==> config.mk <==
export PLATFORM = sky130hd
export DESIGN_NAME = note_plotter_flat
export DESIGN_NICKNAME = d
export VERILOG_FILES = /design/src/rtl/music_pkg.sv /design/src/rtl/note_plotter_if.sv /design/src/rtl/note_plotter_scanner.sv /design/src/rtl/note_plotter.sv /design/src/flat_wrapper.sv
export SDC_FILE = /design/constraint.sdc
export NUM_CORES = 1
export LEC_CHECK = 0
export CORE_UTILIZATION = 40
export CTS_CLUSTER_SIZE = 24
export DETAILED_ROUTE_END_ITERATION = 10
export PLACE_DENSITY_LB_ADDON = 0.08
export SLEW_MARGIN = 10
export SYNTH_ARGS = -nofsm -noshare
export SYNTH_HDL_FRONTEND = slang
export SYNTH_HIERARCHICAL = 1
export SYNTH_SLANG_ARGS = --single-unit
==> constraint.sdc <==
create_clock -name clk -period 2.3 [get_ports clk]
set_input_delay 0.575 -clock clk [delete_from_list [all_inputs] [get_ports clk]]
set_output_delay 0.575 -clock clk [all_outputs]
set_load 0.005 [all_outputs]
==> src/rtl/music_pkg.sv <==
// Shared constants, FSM encoding and geometry types for the piano-roll plotter.
package music_pkg;
    localparam int SCREEN_W         = 160;
    localparam int SCREEN_H         = 120;
    localparam int BLOCK_W          = 8;
    localparam int BLOCK_H          = 2;
    localparam int SLOT_PITCH       = 10;
    localparam int Y_BASE           = 112;
    localparam int NOTES_PER_OCTAVE = 12;

    typedef enum logic [1:0] {
        IDLE  = 2'd0,
        DRAW  = 2'd1,
        CLEAR = 2'd2
    } plot_state_e;

    typedef struct packed {
        logic [7:0] org_x;
        logic [6:0] org_y;
        logic [7:0] w;
        logic [6:0] h;
    } rect_t;

    // Higher pitches sit higher on screen: two rows per semitone above y_base.
    function automatic logic [6:0] pitch_y0(input logic [3:0] note,
                                            input logic [1:0] octave,
                                            input logic [6:0] y_base);
        logic [5:0] p;
        p = 6'(octave) * 6'(NOTES_PER_OCTAVE) + 6'(note);
        return y_base - {p, 1'b0};
    endfunction
endpackage

==> src/rtl/note_plotter_if.sv <==
// Request side (note events, clear) and vga_adapter pixel-write side of the plotter.
interface note_plotter_if;
    logic       draw;
    logic       clear;
    logic [3:0] note;
    logic [1:0] octave;
    logic [3:0] slot;
    logic [7:0] x;
    logic [6:0] y;
    logic [2:0] colour;
    logic       writeEn;
    logic       busy;

    modport master (output draw, clear, note, octave, slot,
                    input  x, y, colour, writeEn, busy);
    modport slave  (input  draw, clear, note, octave, slot,
                    output x, y, colour, writeEn, busy);
endinterface

==> src/rtl/note_plotter_scanner.sv <==
// Raster walker over a rectangle: loads on start, presents the first pixel the
// following cycle and advances one pixel per cycle, x inner.
module rect_scanner
    import music_pkg::*;
(
    input  logic       clk,
    input  logic       rst_n,
    input  logic       start_i,
    input  rect_t      rect_i,
    output logic [7:0] x_o,
    output logic [6:0] y_o,
    output logic       vld_o,
    output logic       last_o
);
    logic [7:0] x_q, x_d, org_x_q, lim_x_q;
    logic [6:0] y_q, y_d, lim_y_q;
    logic       vld_q, vld_d;
    logic       row_end;

    assign row_end = (x_q == lim_x_q);
    assign last_o  = vld_q && row_end && (y_q == lim_y_q);

    always_comb begin
        x_d   = x_q;
        y_d   = y_q;
        vld_d = vld_q;
        if (start_i) begin
            x_d   = rect_i.org_x;
            y_d   = rect_i.org_y;
            vld_d = 1'b1;
        end else if (vld_q) begin
            // Termination on the last pixel itself; coordinates hold there.
            if (last_o) begin
                vld_d = 1'b0;
            end else if (row_end) begin
                x_d = org_x_q;
                y_d = y_q + 7'd1;
            end else begin
                x_d = x_q + 8'd1;
            end
        end
    end

    always_ff @(posedge clk or negedge rst_n) begin
        if (!rst_n) begin
            x_q     <= '0;
            y_q     <= '0;
            vld_q   <= 1'b0;
            org_x_q <= '0;
            lim_x_q <= '0;
            lim_y_q <= '0;
        end else begin
            x_q   <= x_d;
            y_q   <= y_d;
            vld_q <= vld_d;
            if (start_i) begin
                org_x_q <= rect_i.org_x;
                lim_x_q <= rect_i.org_x + rect_i.w - 8'd1;
                lim_y_q <= rect_i.org_y + rect_i.h - 7'd1;
            end
        end
    end

    assign x_o   = x_q;
    assign y_o   = y_q;
    assign vld_o = vld_q;
endmodule

==> src/rtl/note_plotter.sv <==
// Piano-roll plotter: arbitrates draw/clear requests and feeds one rectangle at a
// time through rect_scanner to the vga_adapter pixel port.
module note_plotter #(
    parameter int SCREEN_W   = music_pkg::SCREEN_W,
    parameter int SCREEN_H   = music_pkg::SCREEN_H,
    parameter int BLOCK_W    = music_pkg::BLOCK_W,
    parameter int BLOCK_H    = music_pkg::BLOCK_H,
    parameter int SLOT_PITCH = music_pkg::SLOT_PITCH,
    parameter int Y_BASE     = music_pkg::Y_BASE
) (
    input logic           clk,
    input logic           reset,
    note_plotter_if.slave bus
);
    import music_pkg::rect_t;
    import music_pkg::pitch_y0;

    localparam logic [1:0] S_IDLE  = music_pkg::IDLE;
    localparam logic [1:0] S_DRAW  = music_pkg::DRAW;
    localparam logic [1:0] S_CLEAR = music_pkg::CLEAR;

    logic [1:0] state_q, state_d;
    logic [2:0] colour_q, colour_d;
    logic       start, draw_ok;
    rect_t      rect;
    logic [7:0] sc_x;
    logic [6:0] sc_y;
    logic       sc_vld, sc_last;

    assign draw_ok = bus.draw && (bus.note < 4'(music_pkg::NOTES_PER_OCTAVE));

    always_comb begin
        state_d    = state_q;
        colour_d   = colour_q;
        start      = 1'b0;
        rect.org_x = '0;
        rect.org_y = '0;
        rect.w     = 8'(SCREEN_W);
        rect.h     = 7'(SCREEN_H);
        // Clear beats draw and preempts an in-flight block; a restart of CLEAR is not allowed.
        if (bus.clear && state_q != S_CLEAR) begin
            start    = 1'b1;
            state_d  = S_CLEAR;
            colour_d = 3'd0;
        end else if (state_q == S_IDLE && draw_ok) begin
            start      = 1'b1;
            state_d    = S_DRAW;
            colour_d   = 3'(bus.octave) + 3'd1;
            rect.org_x = 8'(bus.slot) * 8'(SLOT_PITCH);
            rect.org_y = pitch_y0(bus.note, bus.octave, 7'(Y_BASE));
            rect.w     = 8'(BLOCK_W);
            rect.h     = 7'(BLOCK_H);
        end else if (sc_last) begin
            state_d = S_IDLE;
        end
    end

    always_ff @(posedge clk or negedge reset) begin
        if (!reset) begin
            state_q  <= S_IDLE;
            colour_q <= 3'd0;
        end else begin
            state_q  <= state_d;
            colour_q <= colour_d;
        end
    end

    rect_scanner u_scan (
        .clk     (clk),
        .rst_n   (reset),
        .start_i (start),
        .rect_i  (rect),
        .x_o     (sc_x),
        .y_o     (sc_y),
        .vld_o   (sc_vld),
        .last_o  (sc_last)
    );

    assign bus.x       = sc_x;
    assign bus.y       = sc_y;
    assign bus.colour  = colour_q;
    assign bus.writeEn = sc_vld;
    assign bus.busy    = sc_vld;
endmodule

==> src/flat_wrapper.sv <==
// flat-port wrapper written by rule: the top's interface ports become plain ports
module note_plotter_flat import music_pkg::rect_t; import music_pkg::pitch_y0;
#(
    parameter int SCREEN_W   = music_pkg::SCREEN_W,
    parameter int SCREEN_H   = music_pkg::SCREEN_H,
    parameter int BLOCK_W    = music_pkg::BLOCK_W,
    parameter int BLOCK_H    = music_pkg::BLOCK_H,
    parameter int SLOT_PITCH = music_pkg::SLOT_PITCH,
    parameter int Y_BASE     = music_pkg::Y_BASE
)
  (clk, reset, bus_draw, bus_clear, bus_note, bus_octave, bus_slot, bus_x, bus_y, bus_colour, bus_writeEn, bus_busy);
  note_plotter_if bus_i ();
  input logic clk;
  input logic reset;
  input wire logic [$bits(bus_i.draw)-1:0] bus_draw;
  input wire logic [$bits(bus_i.clear)-1:0] bus_clear;
  input wire logic [$bits(bus_i.note)-1:0] bus_note;
  input wire logic [$bits(bus_i.octave)-1:0] bus_octave;
  input wire logic [$bits(bus_i.slot)-1:0] bus_slot;
  output wire logic [$bits(bus_i.x)-1:0] bus_x;
  output wire logic [$bits(bus_i.y)-1:0] bus_y;
  output wire logic [$bits(bus_i.colour)-1:0] bus_colour;
  output wire logic [$bits(bus_i.writeEn)-1:0] bus_writeEn;
  output wire logic [$bits(bus_i.busy)-1:0] bus_busy;
  assign bus_i.draw = bus_draw;
  assign bus_i.clear = bus_clear;
  assign bus_i.note = bus_note;
  assign bus_i.octave = bus_octave;
  assign bus_i.slot = bus_slot;
  assign bus_x = bus_i.x;
  assign bus_y = bus_i.y;
  assign bus_colour = bus_i.colour;
  assign bus_writeEn = bus_i.writeEn;
  assign bus_busy = bus_i.busy;
  note_plotter #(.SCREEN_W(SCREEN_W), .SCREEN_H(SCREEN_H), .BLOCK_W(BLOCK_W), .BLOCK_H(BLOCK_H), .SLOT_PITCH(SLOT_PITCH), .Y_BASE(Y_BASE)) u_core (.clk(clk), .reset(reset), .bus(bus_i));
endmodule
Word level (Yosys, flattened, before mapping)
Cells that the tools add are included.
{"block": "totals", "reg_bits": 44, "in_bits": 14, "output_inout_bits": 20, "elab_cells": 56}
{"block": "classes", "n_addsub": 9, "mul": 2, "n_lt_le_gt_ge": 1, "eq_ne": 4, "mux": 20, "n_reduce_logical": 12}
{"operator": "30-bit two-way mux", "n": 2}
{"operator": "8-bit two-way mux", "n": 4}
{"operator": "7-bit two-way mux", "n": 4}
{"operator": "8-bit by 1-bit adder with 8-bit output, second input constant", "n": 1}
{"operator": "8-bit adder", "n": 1}
{"operator": "8-bit equality test", "n": 1}
{"operator": "8-bit by 1-bit subtractor with 8-bit output, second input constant", "n": 1}
{"operator": "7-bit by 1-bit adder with 7-bit output, second input constant", "n": 1}
{"operator": "7-bit adder", "n": 1}
{"operator": "7-bit equality test", "n": 1}
{"operator": "4-bit by 3-bit multiplier with 7-bit output, second input constant", "n": 1}
{"operator": "7-bit by 1-bit subtractor with 7-bit output, second input constant", "n": 1}
{"operator": "7-bit subtractor, first input constant", "n": 1}
{"operator": "6-bit by 4-bit adder with 6-bit output", "n": 1}
{"operator": "2-bit two-way mux", "n": 3}
{"operator": "3-bit two-way mux", "n": 2}
{"operator": "2-bit nonzero test", "n": 3}
{"operator": "1-bit logical AND", "n": 5}
{"operator": "1-bit two-way mux", "n": 5}
{"operator": "4-bit < comparator, second input constant", "n": 1}
{"operator": "2-bit by 2-bit multiplier with 4-bit output, second input constant", "n": 1}
{"operator": "2-bit by 1-bit adder with 3-bit output, second input constant", "n": 1}
{"operator": "3-bit AND reduction", "n": 1}
{"operator": "3-bit nonzero test", "n": 1}
{"operator": "4 further kinds", "n": 4}

Depth between registers and ports, before layout
{"block": "depth", "word_depth": 7, "depth_mapped": 15, "mapped_depth_nobuf": 15}

By module
The synthesis kept the hierarchy.
{"mod": "rect_scanner", "instances": 1, "cells_each": 320, "area_per_inst_um2": 2859.0, "seq_area_each_um2": 975.9}
{"mod": "note_plotter", "instances": 1, "cells_each": 70, "area_per_inst_um2": 619.3, "seq_area_each_um2": 125.1}

Worst setup path after synthesis
Ideal clock, no wire load.
{"block": "synth_path", "path_type": "input to register", "start": "input bus_octave[0]", "end": "register u_core.u_scan.lim_y_q[6]", "setup_ns": 0.125, "arrival_time_ns": 3.059, "t_required_ns": 2.175, "path_slack_ns": -0.883, "cell_stages": 15, "path_buffers": 0, "cell_sequence": "inv_1 -> ha_1 -> inv_1 -> fa_1 -> o21ai_0 -> xnor2_1 -> nor2_1 -> inv_1 -> ha_1 -> inv_1 -> ha_1 -> a21oi_1 -> o21ai_0 -> xnor2_1 -> mux2_2"}
{"item": "start, declared", "line": "flat_wrapper.sv:18", "text": "input wire logic [$bits(bus_i.octave)-1:0] bus_octave;"}
{"item": "end signal, assigned", "line": "note_plotter_scanner.sv:59", "text": "lim_y_q <= rect_i.org_y + rect_i.h - 7'd1;"}
{"item": "end, declared", "line": "note_plotter_scanner.sv:16", "text": "logic [6:0] y_q, y_d, lim_y_q;"}

==> impl_metrics.tcl <==
set metrics [dict create \
    status "complete, but fails checks" \
    violations "setup timing" \
    min_period_ns 2.829 \
    cts_tree "yes" \
    p_leak_nw 2.360 \
    yosys.area.top_type "dfrtp_1" \
    row_count 33 \
    start_util 0.4191 \
    syn_inst 390 \
    synth.area.top_cells "dfrtp_1, ha_1, inv_1" \
    n_antenna_cell 0 \
    finalCritPeriodShare 1.230 \
    clock_latency_ns 0.30 \
    ys_ff_latch 44 \
    final_cell_area_sq_um 5082 \
    async_flop_share 1.000 \
    drt_iter0_drc 66 \
    cts_root_buf "clkbuf_8" \
    max_cap_violations 0 \
    layout.nets 560 \
    fin_ws_ns -0.5290 \
    dp_hpwl_mm 6.499 \
    syn_area_sq_um 3478 \
    power.density_nw_per_um2 654.9 \
    yosysUniqueCellTypes 53 \
    placed_area_sq_um 4611 \
    die_w_microns 95.25 \
    grt_pass1_wl_mm 14.26 \
    cts_hold_buf 0 \
    end_kind "register" \
    hold_viol 0 \
    die_area_sq_um 9073 \
    vias 3093 \
    ys_seq_area_frac 0.3165 \
    slew_violations 0 \
    path_class "primary input to register" \
    core_sq_um 8299 \
    synth_top_area_share 0.3165 \
    synth_area_per_cell_sq_um 8.919 \
    grt_overflow 0 \
    peakVddDrop_uv 344.6 \
    critPathArrivalTime_ns 3.02 \
    grt_pass1_vias 3054 \
    antenna_found_initial 0 \
    synth_edf_count 0 \
    nFillCells 733 \
    h-tree-depth 2 \
    chipHeight_microns 95.25 \
    clk_pin_slew_ns 0.09 \
    critPathMaxFanout 3 \
    syn2layout_area_growth_pct 46.11 \
    fin_worst_skew_ns 0.008043 \
    hp-class "primary input to async pin" \
    ios 34 \
    max_clock_freq_ghz 0.3535 \
    max-clock-path-buffers 2 \
    place_ws_ns -1.381 \
    numClockSinks 44 \
    final_common_cell "buf_4" \
    startpoint_type "primary input" \
    drive_gt1_frac 0.3748 \
    grt_start_max_net_pins 45 \
    setup_viol 7 \
    route.detailed.drc 0 \
    synth_ff_type "dfrtp_1" \
    rsz0062_at_grt "yes" \
    cts_buffers 5 \
    ant_nets 0 \
    ys.warnings.count 6 \
    drt-pass1-iter-count 4 \
    grtUsageTotal 0.2048 \
    final_cell_mix "buf_4, inv_1, dfrtp_1, nand2_1" \
    holdWs_ns 0.2368 \
    required_ns 2.49 \
    gp_congestion 0.7869 \
    drt_wl_total_mm 8.593 \
    io_buffers 33 \
    viasPerCell 5.054 \
    post_drt_wl_per_cell_microns 14.04 \
]
[routing by layer]
layer	GRT usage	part of all wire	vias to the layer above
met2	0.3780	0.52	53
li1	-	-	1535
met3	0.02871	0.026	17
met4	0.04672	0.021	0
met1	0.2491	0.43	1488
met5	0	0	-
[layout make-up]
| cell class | instances | area, sq um | share of cell area |
|---|---|---|---|
| clock inverter | 3 | 46.29 | 0.009109 |
| clock buffer | 5 | 68.82 | 0.01354 |
| multi-input combinational | 272 | 2469 | 0.4857 |
| tap | 105 | 131.4 | 0.02585 |
| inverter | 72 | 295.3 | 0.05810 |
| sequential | 44 | 1101 | 0.2166 |
| timing repair buffer | 111 | 970.9 | 0.1910 |
[state kept, by name (all words and copies together), names as in the netlist]
register               flops
u_core/u_scan/vld_o        1
u_core/u_scan/y_o          7
u_core/bus.colour          3
u_core/u_scan/org_x_q      8
u_core/state_q             2
u_core/u_scan/x_o          8
u_core/u_scan/lim_y_q      7
u_core/u_scan/lim_x_q      8
[stage by stage]
stage,power (mW),TNS [ns],util,instances
global placement,2.618,-20.24,0.5556,594
detailed placement,2.655,-20.96,0.5556,594
finish,3.328,-2.475,0.6124,612
floorplan,2.092,-3.141,-,400
global route,3.580,-2.987,0.6124,612
CTS,3.325,-2.730,0.5960,611
[worst max-delay path: stages]
cell     delay [ns]
buf_12         0.11
buf_8          0.12
ha_4           0.16
fa_1           0.54
o21ai_1        0.09
xnor2_1        0.13
nor2_1         0.13
inv_2          0.06
ha_4           0.26
inv_2          0.03
ha_4           0.27
nand2_2        0.06
o21ai_2        0.15
xnor2_1        0.07
mux2_4         0.25
[worst paths after layout]
path                                            endpoint                      from  slack [ns]  cells past startpoint
worst max-delay path            u_core/u_scan/lim_y_q[6]             bus_octave[0]       -0.53                     15
worst min-delay path            u_core/u_scan/lim_x_q[2]                     reset        0.24                      2
worst max register to register  u_core/u_scan/lim_x_q[6]         u_core/state_q[0]       -0.26                     12
worst min register to register  u_core/u_scan/lim_y_q[0]  u_core/u_scan/lim_y_q[0]        0.52                      2
max in group asynchronous       u_core/u_scan/org_x_q[1]                     reset        1.84                      2
min in group clk                u_core/u_scan/lim_y_q[0]  u_core/u_scan/lim_y_q[0]        0.52                      2
[cell families after synthesis]
| logic type | Yosys count | synth area share |
|---|---|---|
| and+or+nand+nor | 100 | 0.1507 |
| other | 1 | 0.001078 |
| DFF | 44 | 0.3165 |
| xor gates and xnor gates | 38 | 0.1000 |
| muxes | 11 | 0.03561 |
| AOI/OAI and AO/OA | 72 | 0.1381 |
| buffers and inverters | 84 | 0.1054 |
| adders and majority gates | 40 | 0.1525 |
[repair_timing]
item	4_1_cts	5_1_grt
gates resized for setup	87	28
setup endpoints to repair	27	11
pin swaps	35	18
setup buffers	9	2
[power by group]
group	internal (mW)	switching [mW]
registers	0.979	0.249
logic	0.806	0.679
clock network	0.328	0.289
total	2.11	1.22
[synthesized netlist by cell type, types with 4 or more instances]
cell and count:
and3_1 10, dfrtp_1 44, nand4_1 8, xor2_1 11, a21oi_1 17, mux2_2 11, nand3_1 9, o211ai_1 6
fa_1 4, a31oi_1 7, nand2_1 26, buf_6 5, inv_1 71, xnor2_1 25, nor3_1 7, ha_1 36
nor2_1 22, a21o_1 4, o21ai_0 18
Power figures use the tool's default switching activity.
